[src/rtl/neopixel_frame_sched.sv]
// neopixel_frame_sched
// Schedules WS2812 frame transmissions from a double-buffered frame store.
// A writer fills the back buffer and pulses i_wr_done. This block swaps the
// buffers only when no frame is streaming. It streams LEDS*3 bytes to the bit
// encoder and holds the line low for LATCH_CYCLES clocks. It can also re-stream
// the current frame continuously.
//
// Ports
//   i_clk, i_rst        clock, asynchronous active-high reset
//   i_wr_done           writer finished a frame (single-cycle pulse)
//   i_auto_refresh      re-stream the current frame while no new frame pends
//   o_swap              single-cycle swap pulse to the double buffer
//   o_wr_hold           writer must stay off the buffer while high
//   i_frame_valid       double buffer confirms the swapped frame is readable
//   o_rd_addr/i_rd_data byte read port (combinational data)
//   o_byte/o_byte_valid/i_byte_ready  valid/ready byte stream to the encoder
//   i_enc_idle          encoder has finished shifting the last bit
//   o_busy              high in every state except IDLE
//   o_overrun           sticky: i_wr_done arrived while o_wr_hold was high
//   o_frames_sent       completed frame count, wraps
//
// state       | meaning
// ------------+-----------------------------------------------------------
// IDLE        | nothing streaming, waiting for a pending frame
// SWAP        | one-cycle swap pulse, clears pending, rewinds address
// WAIT_VALID  | waiting for the double buffer's frame-valid pulse
// SEND        | streaming bytes 0..LEDS*3-1 to the encoder
// WAIT_IDLE   | last byte accepted, encoder still shifting bits
// LATCH       | line held low for LATCH_CYCLES clocks
module neopixel_frame_sched #(
  parameter int LEDS         = 30,
  parameter int ADDR_WIDTH   = $clog2(LEDS*3),
  parameter int LATCH_CYCLES = 2400
) (
  input  logic                  i_clk,
  input  logic                  i_rst,
  input  logic                  i_wr_done,
  input  logic                  i_auto_refresh,
  output logic                  o_swap,
  output logic                  o_wr_hold,
  input  logic                  i_frame_valid,
  output logic [ADDR_WIDTH-1:0] o_rd_addr,
  input  logic [7:0]            i_rd_data,
  output logic [7:0]            o_byte,
  output logic                  o_byte_valid,
  input  logic                  i_byte_ready,
  input  logic                  i_enc_idle,
  output logic                  o_busy,
  output logic                  o_overrun,
  output logic [7:0]            o_frames_sent
);

  localparam int CNT_W = $clog2(LATCH_CYCLES+1);
  localparam logic [ADDR_WIDTH-1:0] LAST_ADDR  = ADDR_WIDTH'(LEDS*3-1);
  localparam logic [CNT_W-1:0]      LATCH_LOAD = CNT_W'(LATCH_CYCLES-1);

  typedef enum logic [2:0] {
    S_IDLE,
    S_SWAP,
    S_WAIT_VALID,
    S_SEND,
    S_WAIT_IDLE,
    S_LATCH
  } state_t;

  state_t                  state_q, state_d;
  logic                    pending_q, pending_d;
  logic                    overrun_q, overrun_d;
  logic [ADDR_WIDTH-1:0]   addr_q, addr_d;
  logic [7:0]              byte_q, byte_d;
  logic                    bvalid_q, bvalid_d;
  logic [CNT_W-1:0]        cnt_q, cnt_d;
  logic [7:0]              frames_q, frames_d;

  logic handshake;
  logic last_byte;
  logic latch_done;
  logic wr_hold;

  assign handshake  = bvalid_q & i_byte_ready;
  assign last_byte  = (addr_q == LAST_ADDR);
  assign latch_done = (cnt_q == '0);
  assign wr_hold    = pending_q | (state_q == S_SWAP);

  // State register
  always_ff @(posedge i_clk or posedge i_rst) begin
    if (i_rst) begin
      state_q <= S_IDLE;
    end else begin
      state_q <= state_d;
    end
  end

  // Next-state logic
  always_comb begin
    state_d = state_q;
    case (state_q)
      S_IDLE: begin
        if (pending_q) state_d = S_SWAP;
      end
      S_SWAP: begin
        state_d = S_WAIT_VALID;
      end
      S_WAIT_VALID: begin
        if (i_frame_valid) state_d = S_SEND;
      end
      S_SEND: begin
        if (handshake && last_byte) state_d = S_WAIT_IDLE;
      end
      S_WAIT_IDLE: begin
        if (i_enc_idle) state_d = S_LATCH;
      end
      S_LATCH: begin
        // A new frame wins over auto-refresh; auto-refresh restarts the
        // stream from the buffer that is already being shown.
        if (latch_done) begin
          if (pending_q)           state_d = S_SWAP;
          else if (i_auto_refresh) state_d = S_SEND;
          else                     state_d = S_IDLE;
        end
      end
      default: state_d = S_IDLE;
    endcase
  end

  // Outputs and datapath next values
  always_comb begin
    o_swap    = (state_q == S_SWAP);
    o_wr_hold = wr_hold;
    o_busy    = (state_q != S_IDLE);

    pending_d = pending_q;
    overrun_d = overrun_q;
    addr_d    = addr_q;
    byte_d    = byte_q;
    bvalid_d  = bvalid_q;
    cnt_d     = cnt_q;
    frames_d  = frames_q;

    // A write-done pulse is accepted in any state. The swap it requests waits
    // until the FSM reaches IDLE or the end of LATCH.
    if (i_wr_done) begin
      if (wr_hold) overrun_d = 1'b1;
      else         pending_d = 1'b1;
    end

    case (state_q)
      S_SWAP: begin
        pending_d = 1'b0;
        addr_d    = '0;
      end
      S_SEND: begin
        // Fetch and hand over alternate, which limits the stream to one
        // byte every two clocks. The address advances only after acceptance,
        // so o_rd_addr always names the byte on o_byte.
        if (!bvalid_q) begin
          byte_d   = i_rd_data;
          bvalid_d = 1'b1;
        end else if (i_byte_ready) begin
          bvalid_d = 1'b0;
          if (!last_byte) addr_d = addr_q + 1'b1;
        end
      end
      S_WAIT_IDLE: begin
        if (i_enc_idle) cnt_d = LATCH_LOAD;
      end
      S_LATCH: begin
        if (latch_done) begin
          frames_d = frames_q + 8'd1;
          if (!pending_q && i_auto_refresh) addr_d = '0;
        end else begin
          cnt_d = cnt_q - 1'b1;
        end
      end
      default: ;
    endcase
  end

  // Datapath registers
  always_ff @(posedge i_clk or posedge i_rst) begin
    if (i_rst) begin
      pending_q <= 1'b0;
      overrun_q <= 1'b0;
      addr_q    <= '0;
      byte_q    <= '0;
      bvalid_q  <= 1'b0;
      cnt_q     <= '0;
      frames_q  <= '0;
    end else begin
      pending_q <= pending_d;
      overrun_q <= overrun_d;
      addr_q    <= addr_d;
      byte_q    <= byte_d;
      bvalid_q  <= bvalid_d;
      cnt_q     <= cnt_d;
      frames_q  <= frames_d;
    end
  end

  assign o_rd_addr     = addr_q;
  assign o_byte        = byte_q;
  assign o_byte_valid  = bvalid_q;
  assign o_overrun     = overrun_q;
  assign o_frames_sent = frames_q;

endmodule

[config.mk]
export PLATFORM = sky130hd
export DESIGN_NAME = neopixel_frame_sched
export DESIGN_NICKNAME = d
export VERILOG_FILES = /design/src/rtl/neopixel_frame_sched.sv
export SDC_FILE = /design/constraint.sdc
export NUM_CORES = 1
export LEC_CHECK = 0
export CAP_MARGIN = 20
export CORE_ASPECT_RATIO = 2
export CORE_MARGIN = 3
export CORE_UTILIZATION = 55
export DETAILED_ROUTE_END_ITERATION = 10
export PLACE_DENSITY = 0.82
export SYNTH_ARGS = -nofsm -noshare
export SYNTH_HDL_FRONTEND = slang
export SYNTH_SLANG_ARGS = --single-unit
[constraint.sdc]
create_clock -name i_clk -period 3.86 [get_ports i_clk]
set_input_delay 0.772 -clock i_clk [delete_from_list [all_inputs] [get_ports i_clk]]
set_output_delay 0.772 -clock i_clk [all_outputs]
set_load 0.02 [all_outputs]
# Yosys cells after proc, flatten, opt, wreduce, memory -nomap -nowiden
# Index checks and enable logic that the tools add are counted.
# totals
elab_cells	69
ff_bits	41
# classes
n_bitwise	3
eq_ne	17
mux	22
n_reduce_logical	16
n_addsub	3
# ops
operator	count
$mux 7	5
$mux 12	2
$pmux 12 s2	1
$ne 2x2->1 const B	11
$pmux 7 s3	1
$pmux 3 s6	1
$mux 3	5
$logic_not 12->1	1
$sub 12x1->12 const B	1
$add 8x1->8 const B	1
$reduce_and 2->1	4
$add 7x1->7 const B	1
$eq 7x7->1 const B	1
$eq 3x2->1 const B	2
$eq 3x3->1 const B	2
$reduce_and 6->1	1
$reduce_bool 3->1	2
$mux 1	5
$reduce_and 5->1	1
$mux 2	2
$reduce_bool 2->1	2
$eq 3x1->1 const B	1
$logic_not 3->1	1
$reduce_and 3->1	1
other kinds (5)	6

# Logic depth before layout (Yosys ltp)
# Gate-level depths: netlist (run 1).
# logic_depth
depth_word	5
ltp_mapped	7
mapped_depth_nobuf	7

# Worst setup path before layout (run 1)
# OpenSTA, ideal clock, no wires.
# synth_timing
kind	flip-flop to output port
start	reg state_q[1]
end	out o_wr_hold
stages_incl_launch_ff	5
path_slack_ps	1833
arrival_time_ps	1255
cell_sequence	dfrtp_1 > buf_6 > nand2b_1 > nor2_1 > or2_2
# synth_via
elab_chain_len	2
# synth_rtl
element	line_no	source
start: declaration	66	state_t state_q, state_d;
start signal: assignment	90	state_q <= state_d;
$eq 3x1->1	-	
net o_swap	39	output logic o_swap,
$or 1x1->1	83	assign wr_hold = pending_q | (state_q == S_SWAP);
end: declaration	40	output logic o_wr_hold,
# The timed path passes the listed nets, and every way through them passes these cells.

# Worst setup path in the final report (run 1)
# layout_timing
start	reg state_q[1]
end	out o_wr_hold
# layout_via
elab_chain_len	2
# layout_rtl
element	line_no
$eq 3x1->1	83
$or 1x1->1	83
# Every way passes these cells.

==> results.md, run 1 <==
- Status: complete, no violations
- Htree depth: 2
- Fill cells: about 270
- Ys async rst share: 100.0%
- Syn Inst Count: 205
- Post-synth top area share: between 40 and 50%
- Final WL: 4869 um
- Share of cells above drive strength 1: 9.524%
- Path type of the worst setup path: reg2out
- DP Wirelength: around 3800 um
- Drt first-iter violations: 33
- Site row count: 31
- Slew @ Worst Pin: 0.5787 ns
- Post-synth EDFFs: 0
- ANT cells: 0
- Worst skew pair latency: 0.29 ns
- Peak per-stage delay on the critical path: 0.56 ns
- PostCTS Resize Cnt: 0
- CP Capture Point: o_wr_hold
- Worst path cell trace: nand2b_1 -> nor2_1 -> or2_2 -> clkdlybuf4s50_1
- Max_cap viols: 0
- Die area: 0.004690 mm2
- Final core utilization: 72.39%
- Final hold slack: between 0.4 and 0.5 ns
- Sequential area share after synthesis: 48.29%
- Detail-routed via count per cell: between 5 and 6
- Area of the multi-input gates: 0.001042 mm2
- Warnings, synthesis: 0
- Core area: 0.003685 mm2
- #FFs+latches synth: 41
- Slew Viols, Final: 0
- Worst-path clk slew: 0.07 ns
- Mapped Avg Cell Area: 10.36 um2
- Worst EP required: 3.09 ns
- Post-route DRC: 0
- Setup repair bufs after CTS: 0
- Largest net degree at the start of global routing: 42
- CP startpoint kind: flip-flop
- Period utilization: 71.70%
- Via count: 1756
- Routed WL per cell: 16.18 um
- Prevailing post-synth register cell: dfrtp_1
- First-pass GRT wire length: 8369 um
- Clock sink count: a little over 40
- CP max stage cell: dfrtp_1
- Gpl congestion: 0.8170
- Data arrival time of the worst path: around 2 ns
- Unrepaired setup endpoints after global routing: false
- IO Port Bufs: 42
- Syn Nets: 225
- Num CTS Buffers: 5
- Final hold vios: 0
- Leak pwr: around 0.0011 uW
- Reg2Reg Depth: 4
- Root Buffer: clkbuf_8
- Die height: about 94 um
- Post-route setup slack: between 1 and 1.5 ns
- Class of the worst hold path: reg2reg
- Most frequent cells in the layout: clkdlybuf4s50_1, dfrtp_1, nand2_1, nor2_1, o21ai_0
- Synth area leader: dfrtp_1
- Setup crit end kind: output port
- DRT antenna net count: 0
- Rel. slew slack: a little over 60%
- Nets: 271
- Netlist Area Pre-Place: 0.002125 mm2
- Max VDD drop: a little over 0.0003 V
- GRT Total Usage: 23.44%
- Initial Utilization: between 50% and 60%
- Grt total ovfl: 0
- Leading cell type in the layout, fill and taps excluded: clkdlybuf4s50_1
- Cts hold-fix bufs: 0
- Initial antenna violation count: 0
- Main area contributors after synthesis: dfrtp_1, mux2_2, nand2_1
- Power, Total: 1509 uW
- Die W: 49.95 um
- CTS tree: built
- CTS Buffer Depth: 2
- Power per cell area: ~570 mW/mm2
- Netlist cell types: 49
- Final Skew: 0.007553 ns
- Critical Path Start: state_q[1]
- Worst slack, placed: approximately 1.4 ns
- Critical path peak fanout: 11
- Io pins: 43
- Hold path depth: 1
- Layout area overhead: 25.56%
- FF-to-FF Start: state_q[0]
- Reg2Reg Setup Slack: 1.74 ns
- Vias in the first global route: 1788
- FMAX: 0.3613 GHz
- First-pass iteration count of the detailed router: 5
- Final setup vio count: 0
- Post-Route Setup TNS: 0 ns
- Reg area: approximately 0.0010 mm2
- Min Clock Period, post-route: 2.767 ns
- R2R Path End: o_frames_sent[1]
cells in the mapped netlist (all sizes together), types with 3 or more instances:
master,n
dfrtp,41
nor2,19
nand2,18
o21ai,13
nand3,10
mux2,9
a21oi,7
nand4,7
or4,7
inv,6
xnor2,6
ha,5
nor3,5
o211ai,5
or3,5
nand2b,4
xor2,4
and4,3
buf,3
nor3b,3
o31ai,3
logic make-up after synthesis:
logic type | Yosys count | share of synthesized area [%]
buf+inv | 10 | 2.650
simple gates | 90 | 25.27
flops | 41 | 48.29
mux | 9 | 4.770
xor+xnor | 10 | 4.122
fa+ha+maj | 5 | 2.945
compound gates | 40 | 11.96
worst max-delay path, delay by kind of cell (launching register included):
family,cells,cell delay (ns)
flops,1,0.56
simple gates,3,0.60
buf+inv,1,0.54
layer usage:
layer / global-route usage, % / wire length (um)
met4: 12.47 / 172
met1: 23.13 / 1693
met2: 44.58 / 2878
met5: 0 / 0
met3: 3.975 / 124
stage by stage:
step	area, um2	instances
floorplan	2125	205
global route	2668	301
finish	2668	301
global placement	2580	293
CTS	2668	301
detailed placement	2580	293
state kept, by name, summed over array words and instances (netlist names):
signal / cells
cnt_q: 12
o_byte: 8
o_frames_sent: 8
o_rd_addr: 7
state_q: 3
o_byte_valid: 1
o_overrun: 1
pending_q: 1
power breakdown:
part           switching (uW)  internal, uW
clock                     148           127
sequential                105           520
combinational             315           293
area by class of cell:
type                    count  share of cell area (%)
clock buffers               6                   2.720
clock inverters             2                  0.5629
inverters                   6                  0.8443
multi-input cells         154                   39.07
flip-flops and latches     41                   38.46
well taps                  49                   2.298
repair buffers             43                   16.04
how the worst min path moves through the flow:
stage | from | end
after floorplan | cnt_q[11] | cnt_q[11]
after global placement | o_overrun | o_overrun
after detailed placement | o_overrun | o_overrun
after CTS | o_overrun | o_overrun
after global routing | o_frames_sent[7] | o_frames_sent[7]
final | o_overrun | o_overrun
Note: power is estimated with default switching activity, not from simulation.
==> inputs of run 2 (changes only) <==
Settings changed: CORE_UTILIZATION 55 to 51, PLACE_DENSITY 0.82 to 0.76.
Clock period 3.86 ns to 2.8 ns, I/O delays scaled along.
==> run 2 against run 1 <==
Sequential power grew 38%. Via count is 0.57% lower. Cell count is 1.0% higher. Sequential share of layout area decreased by 0.23 points. First-iteration DRC count rose by 15%. Global-route usage fell by 2.3 points. Clock skew rose by 0.0037 ns. Hold slack better by 0.010 ns. Register-to-register slack worse by 1.1 ns. Non-clock buffer count rose by 1. Final area grew 0.61%. Die area up 7.1%. Critical path type unchanged. Critical endpoint unchanged.
==> results.md, run 2 (synthesis results as in run 1) <==
- Class of the worst hold path: reg2reg
- Layout area overhead: 26.32%
- Unrepaired setup endpoints after global routing: false
- Fin cells: 304 (+1.0%)
- Post-Route Setup TNS: 0 ns (unchanged)
- Final Skew: 0.01126 ns (+0.003705 ns)
- Reg area: 0.001026 mm2 (unchanged)
- IO Port Bufs: 42 (unchanged)
- Worst skew pair latency: 0.30 ns (about the same)
- Period utilization: 90.96%
- Die height: 97.28 um (+3.6%)
- Core area: 0.003924 mm2 (+6.5%)
- Largest register FFs: 12 (unchanged)
- FMAX: 0.3926 GHz
- Max_cap viols: 0 (unchanged)
- Gpl congestion: 0.7921 (-3.0%)
- Setup crit end kind: output port
- Drt first-iter violations: 38 (+15%)
- Rel. slew slack: 63.08% (+2.0 points)
- First-pass iteration count of the detailed router: 4 (-1)
- Via count: 1746 (-0.57%)
- Slew @ Worst Pin: 0.5496 ns (-0.02910 ns)
- PostCTS Resize Cnt: 0 (unchanged)
- Share of cells above drive strength 1: 10.28% (+0.75 points)
- Path type of the worst setup path: reg2out
- Status: complete, no violations
- Finished Cell Area: 0.002684 mm2 (+0.61%)
- DP Wirelength: 3750 um (-1.3%)
- Routed WL per cell: 16.04 um (-0.82%)
- DRT antenna net count: 0 (unchanged)
- Power, Total: 2109 uW (+40%)
- Grt total ovfl: 0 (unchanged)
- Largest net degree at the start of global routing: 42 (unchanged)
- Nets: 272 (+0.37%)
- GRT Total Usage: 21.13% (-2.3 points)
- Most frequent cells in the layout: clkdlybuf4s50_1, dfrtp_1, nand2_1, nor2_1, o21ai_0
- CTS Buffer Depth: 2 (unchanged)
- Post-Place Cells: 296 (+1.0%)
- Clock sink count: 41 (unchanged)
- Die W: 51.64 um (+3.4%)
- Data arrival time of the worst path: 1.99 ns (about the same)
- Final WL: 4877 um (+0.16%)
- Num CTS Buffers: 5 (unchanged)
- CTS tree: built
- Post-route DRC: 0 (unchanged)
- Site row count: 32 (+3.2%)
- Initial antenna violation count: 0 (unchanged)
- Htree depth: 2 (unchanged)
- Setup repair bufs after CTS: 0 (unchanged)
- ANT cells: 0 (unchanged)
- Die area: 0.005023 mm2 (+7.1%)
- Area of the multi-input gates: 0.001042 mm2 (unchanged)
- Final hold vios: 0 (unchanged)
- Min Clock Period, post-route: 2.547 ns
- Max VDD drop: 0.0005233 V (+69%)
- Initial Utilization: 54.15% (-3.5 points)
- Final setup vio count: 0 (unchanged)
- Fill cells: 353 (+31%)
- CP startpoint kind: flip-flop
- Power per cell area: 785.9 mW/mm2 (+39%)
- Slew Viols, Final: 0 (unchanged)
- Root Buffer: clkbuf_8
- Leading cell type in the layout, fill and taps excluded: clkdlybuf4s50_1
- First-pass GRT wire length: 8162 um (-2.5%)
- Detail-routed via count per cell: 5.743 (-1.6%)
- Io pins: 43 (unchanged)
- Register name with the most flops: cnt_q
- Worst EP required: 2.24 ns (-0.85 ns)
- Critical path peak fanout: 11 (unchanged)
- Cts hold-fix bufs: 0 (unchanged)
- Vias in the first global route: 1812 (+1.3%)
- Dpl cell area: 0.002590 mm2 (+0.39%)
- Worst-path clk slew: 0.09 ns (+0.02 ns)
- Leak pwr: 0.001139 uW (+1.1%)
run 2: cell types whose count changed in the layout (fill, tap and decap cells not counted):
| cell | before | now |
|---|---|---|
| buf_4 | 1 | 2 |
| clkbuf_1 | 1 | 0 |
| clkinv_4 | 0 | 1 |
| clkinvlp_4 | 2 | 1 |
| inv_6 | 0 | 1 |
run 2: path summary, 6_finish.rpt:
check	startpoint	to	slack (ns)	cells past startpoint
setup / recovery	state_q[1]	o_wr_hold	0.25	4
setup reg to reg	cnt_q[0]	o_frames_sent[1]	0.66	6
hold / removal	o_overrun	o_overrun	0.48	1
min in group asynchronous	i_rst	o_byte[3]	0.68	3
hold reg to reg	o_overrun	o_overrun	0.48	1
max in group asynchronous	i_rst	cnt_q[9]	1.75	3
run 2: power by group:
part / internal (uW) / switching, uW
clock network: 180 / 228
logic: 414 / 428
registers: 716 / 143
total: 1310 / 799
run 2: per-stage QoR:
stage	hold slack (ns)	util, %	setup WS, ns
6_report	0.4770	68.40	0.2530
3_3_place_gp	0.4398	66.01	0.5306
5_1_grt	0.5059	68.40	0.1774
3_5_place_dp	0.4673	66.01	0.5217
4_1_cts	0.4857	68.40	0.2566
2_1_floorplan	0.4986	-	0.9118
run 2: final cells by class:
class                      count  area share [%]
timing repair buffer          44           16.22
clock inverter                 3          0.9324
sequential                    41           38.23
multi-input combinational    154           38.83
clock buffer                   5           2.564
tap                           51           2.378
inverter                       6          0.8392
run 2: layer usage:
metal	GRT usage (%)	wire length (um)	share of wire (%)
met5	0	0	0
met2	39.00	2782	57
met3	4.301	139	2.9
met1	20.73	1815	37
met4	10.91	140	2.9
run 2: critical path: stages (launching register included):
cell and delay (ns):
dfrtp_1 0.56, nand2b_1 0.21, nor2_1 0.08, or2_2 0.30
clkdlybuf4s50_1 0.54
==> inputs of run 3 (changes only) <==
Settings changed: CORE_MARGIN 3 to 2.
==> run 3 against run 2 <==
Global-route usage grew 0.87 points. Sequential cell count is the same. Hold slack lost 0.018 ns. Maximum frequency is essentially flat. Die area shrank 5.8%. Clock skew shrank 0.0013 ns. Total power is essentially flat. Final area is essentially flat. Via count shrank 2.7%. Register-to-register slack is essentially flat. Cell count grew 0.33%. Wire length shrank 3.1%. Largest cell class unchanged. Largest power group unchanged.
==> results.md, run 3 (synthesis results as in run 1) <==
- Root Buffer: clkbuf_8
- Initial Utilization: 52.50% (-1.6 points)
- Largest net degree at the start of global routing: 42 (unchanged)
- Site row count: 33 (+3.1%)
- Reg area: 0.001026 mm2 (unchanged)
- Power, Total: 2109 uW (about the same)
- Htree depth: 2 (unchanged)
- Power per cell area: 785.4 mW/mm2 (about the same)
- Io pins: 43 (unchanged)
- Largest register FFs: 12 (unchanged)
- Post-route DRC: 0 (unchanged)
- Peak per-stage delay on the critical path: 0.56 ns (about the same)
- Die W: 49.64 um (-3.9%)
- Unrepaired setup endpoints after global routing: false
- Worst EP required: 2.24 ns (about the same)
- Reg2Reg Setup Slack: 0.66 ns (about the same)
- PostCTS Resize Cnt: 0 (unchanged)
- IO Port Bufs: 42 (unchanged)
- Leading cell type in the layout, fill and taps excluded: clkdlybuf4s50_1
- CP startpoint kind: flip-flop
- Data arrival time of the worst path: 1.99 ns (about the same)
- Path type of the worst setup path: reg2out
- Min Clock Period, post-route: 2.548 ns (+0.001175 ns)
- Layout area overhead: 26.38% (about the same)
- Area of the multi-input gates: 0.001042 mm2 (unchanged)
- Final Skew: 0.009910 ns (-0.001348 ns)
- Status: complete, no violations
- Class of the worst hold path: reg2reg
- FMAX: 0.3924 GHz (about the same)
- Register name with the most flops: cnt_q
- Rel. slew slack: 61.32% (-1.8 points)
- Fill cells: 378 (+7.1%)
- CP top delay family: simple AND/OR/NAND/NOR gates
- GRT Total Usage: 22.00% (+0.87 points)
- Setup crit end kind: output port
- Initial antenna violation count: 0 (unchanged)
- Max_cap viols: 0 (unchanged)
- Detail-routed via count per cell: 5.567 (-3.1%)
- CTS Buffer Depth: 2 (unchanged)
- Die area: 0.004729 mm2 (-5.8%)
- Core area: 0.004046 mm2 (+3.1%)
- Grt total ovfl: 0 (unchanged)
- Gpl congestion: 0.8428 (+6.4%)
- Drt first-iter violations: 31 (-18%)
- Worst path cell trace: nand2b_1 -> nor2_1 -> or2_2 -> clkdlybuf4s50_1
- Cts hold-fix bufs: 0 (unchanged)
- Max VDD drop: 0.0005200 V (-0.64%)
- Num CTS Buffers: 5 (unchanged)
- Final hold vios: 0 (unchanged)
- Most frequent cells in the layout: clkdlybuf4s50_1, dfrtp_1, nand2_1, nor2_1, o21ai_0
- Final setup vio count: 0 (unchanged)
- CP max stage cell: dfrtp_1
- Nets: 272 (unchanged)
- Final core utilization: 66.36% (-2.0 points)
- First-pass iteration count of the detailed router: 4 (unchanged)
- Slew Viols, Final: 0 (unchanged)
- Final WL: 4726 um (-3.1%)
- Leak pwr: 0.001139 uW (unchanged)
- Vias in the first global route: 1690 (-6.7%)
- First-pass GRT wire length: 7907 um (-3.1%)
- Share of cells above drive strength 1: 10.28% (unchanged)
- ANT cells: 0 (unchanged)
- Setup repair bufs after CTS: 0 (unchanged)
- Worst skew pair latency: 0.30 ns (about the same)
- Die height: 95.28 um (-2.1%)
- Post-Route Setup TNS: 0 ns (unchanged)
- Critical path peak fanout: 11 (unchanged)
- Routed WL per cell: 15.50 um (-3.4%)
- DRT antenna net count: 0 (unchanged)
- Worst-path clk slew: 0.09 ns (about the same)
- Slew @ Worst Pin: 0.5758 ns (+0.02616 ns)
- Clock sink count: 41 (unchanged)
- WP buf/inv: 1 (unchanged)
- Period utilization: 91.01% (about the same)
- Via count: 1698 (-2.7%)
- CTS tree: built
- DP Wirelength: 3542 um (-5.5%)
run 3: routing by layer:
layer  track usage (%)  routed length [um]
met5                 0                   0
met4             10.65                 106
met3             3.292                 112
met2             41.67                2691
met1             23.01                1815
run 3: cell type report:
| type | count | share of cell area [%] |
|---|---|---|
| clock buffer | 5 | 2.563 |
| clock inverter | 3 | 0.9320 |
| inverter | 6 | 0.8388 |
| multi-input combinational | 154 | 38.82 |
| sequential | 41 | 38.21 |
| tap | 52 | 2.423 |
| timing repair buffer | 44 | 16.22 |
run 3: per-stage QoR:
step                cell area (um2)  worst slack (ns)  instances  hold slack, ns
detailed placement             2591            0.5375        297          0.4467
global route                   2685            0.1302        305          0.4766
CTS                            2685            0.2634        305          0.4648
global placement               2591            0.5351        297          0.4414
finish                         2685            0.2518        305          0.4589
floorplan                      2125            0.9118        205          0.4986
run 3: worst reg2reg max path, stage by stage (launching register included):
cell	delay, ns
dfrtp_1	0.57
nor2b_1	0.43
nand2_1	0.20
nor3_4	0.47
mux2_1	0.37
run 3: final timing paths:
| kind | start | to | cells after the start |
|---|---|---|---|
| setup / recovery | state_q[1] | o_wr_hold | 4 |
| hold / removal | o_overrun | o_overrun | 1 |
| setup reg to reg | state_q[0] | o_frames_sent[1] | 4 |
| hold reg to reg | o_overrun | o_overrun | 1 |
| max in group asynchronous | i_rst | o_overrun | 3 |
| min in group asynchronous | i_rst | o_byte[2] | 3 |
run 3: power by group:
part / switching [uW] / total, uW / internal, uW
Clock: 229 / 409 / 180
Combinational: 428 / 842 / 414
Sequential: 142 / 859 / 716
Total: 799 / 2110 / 1310
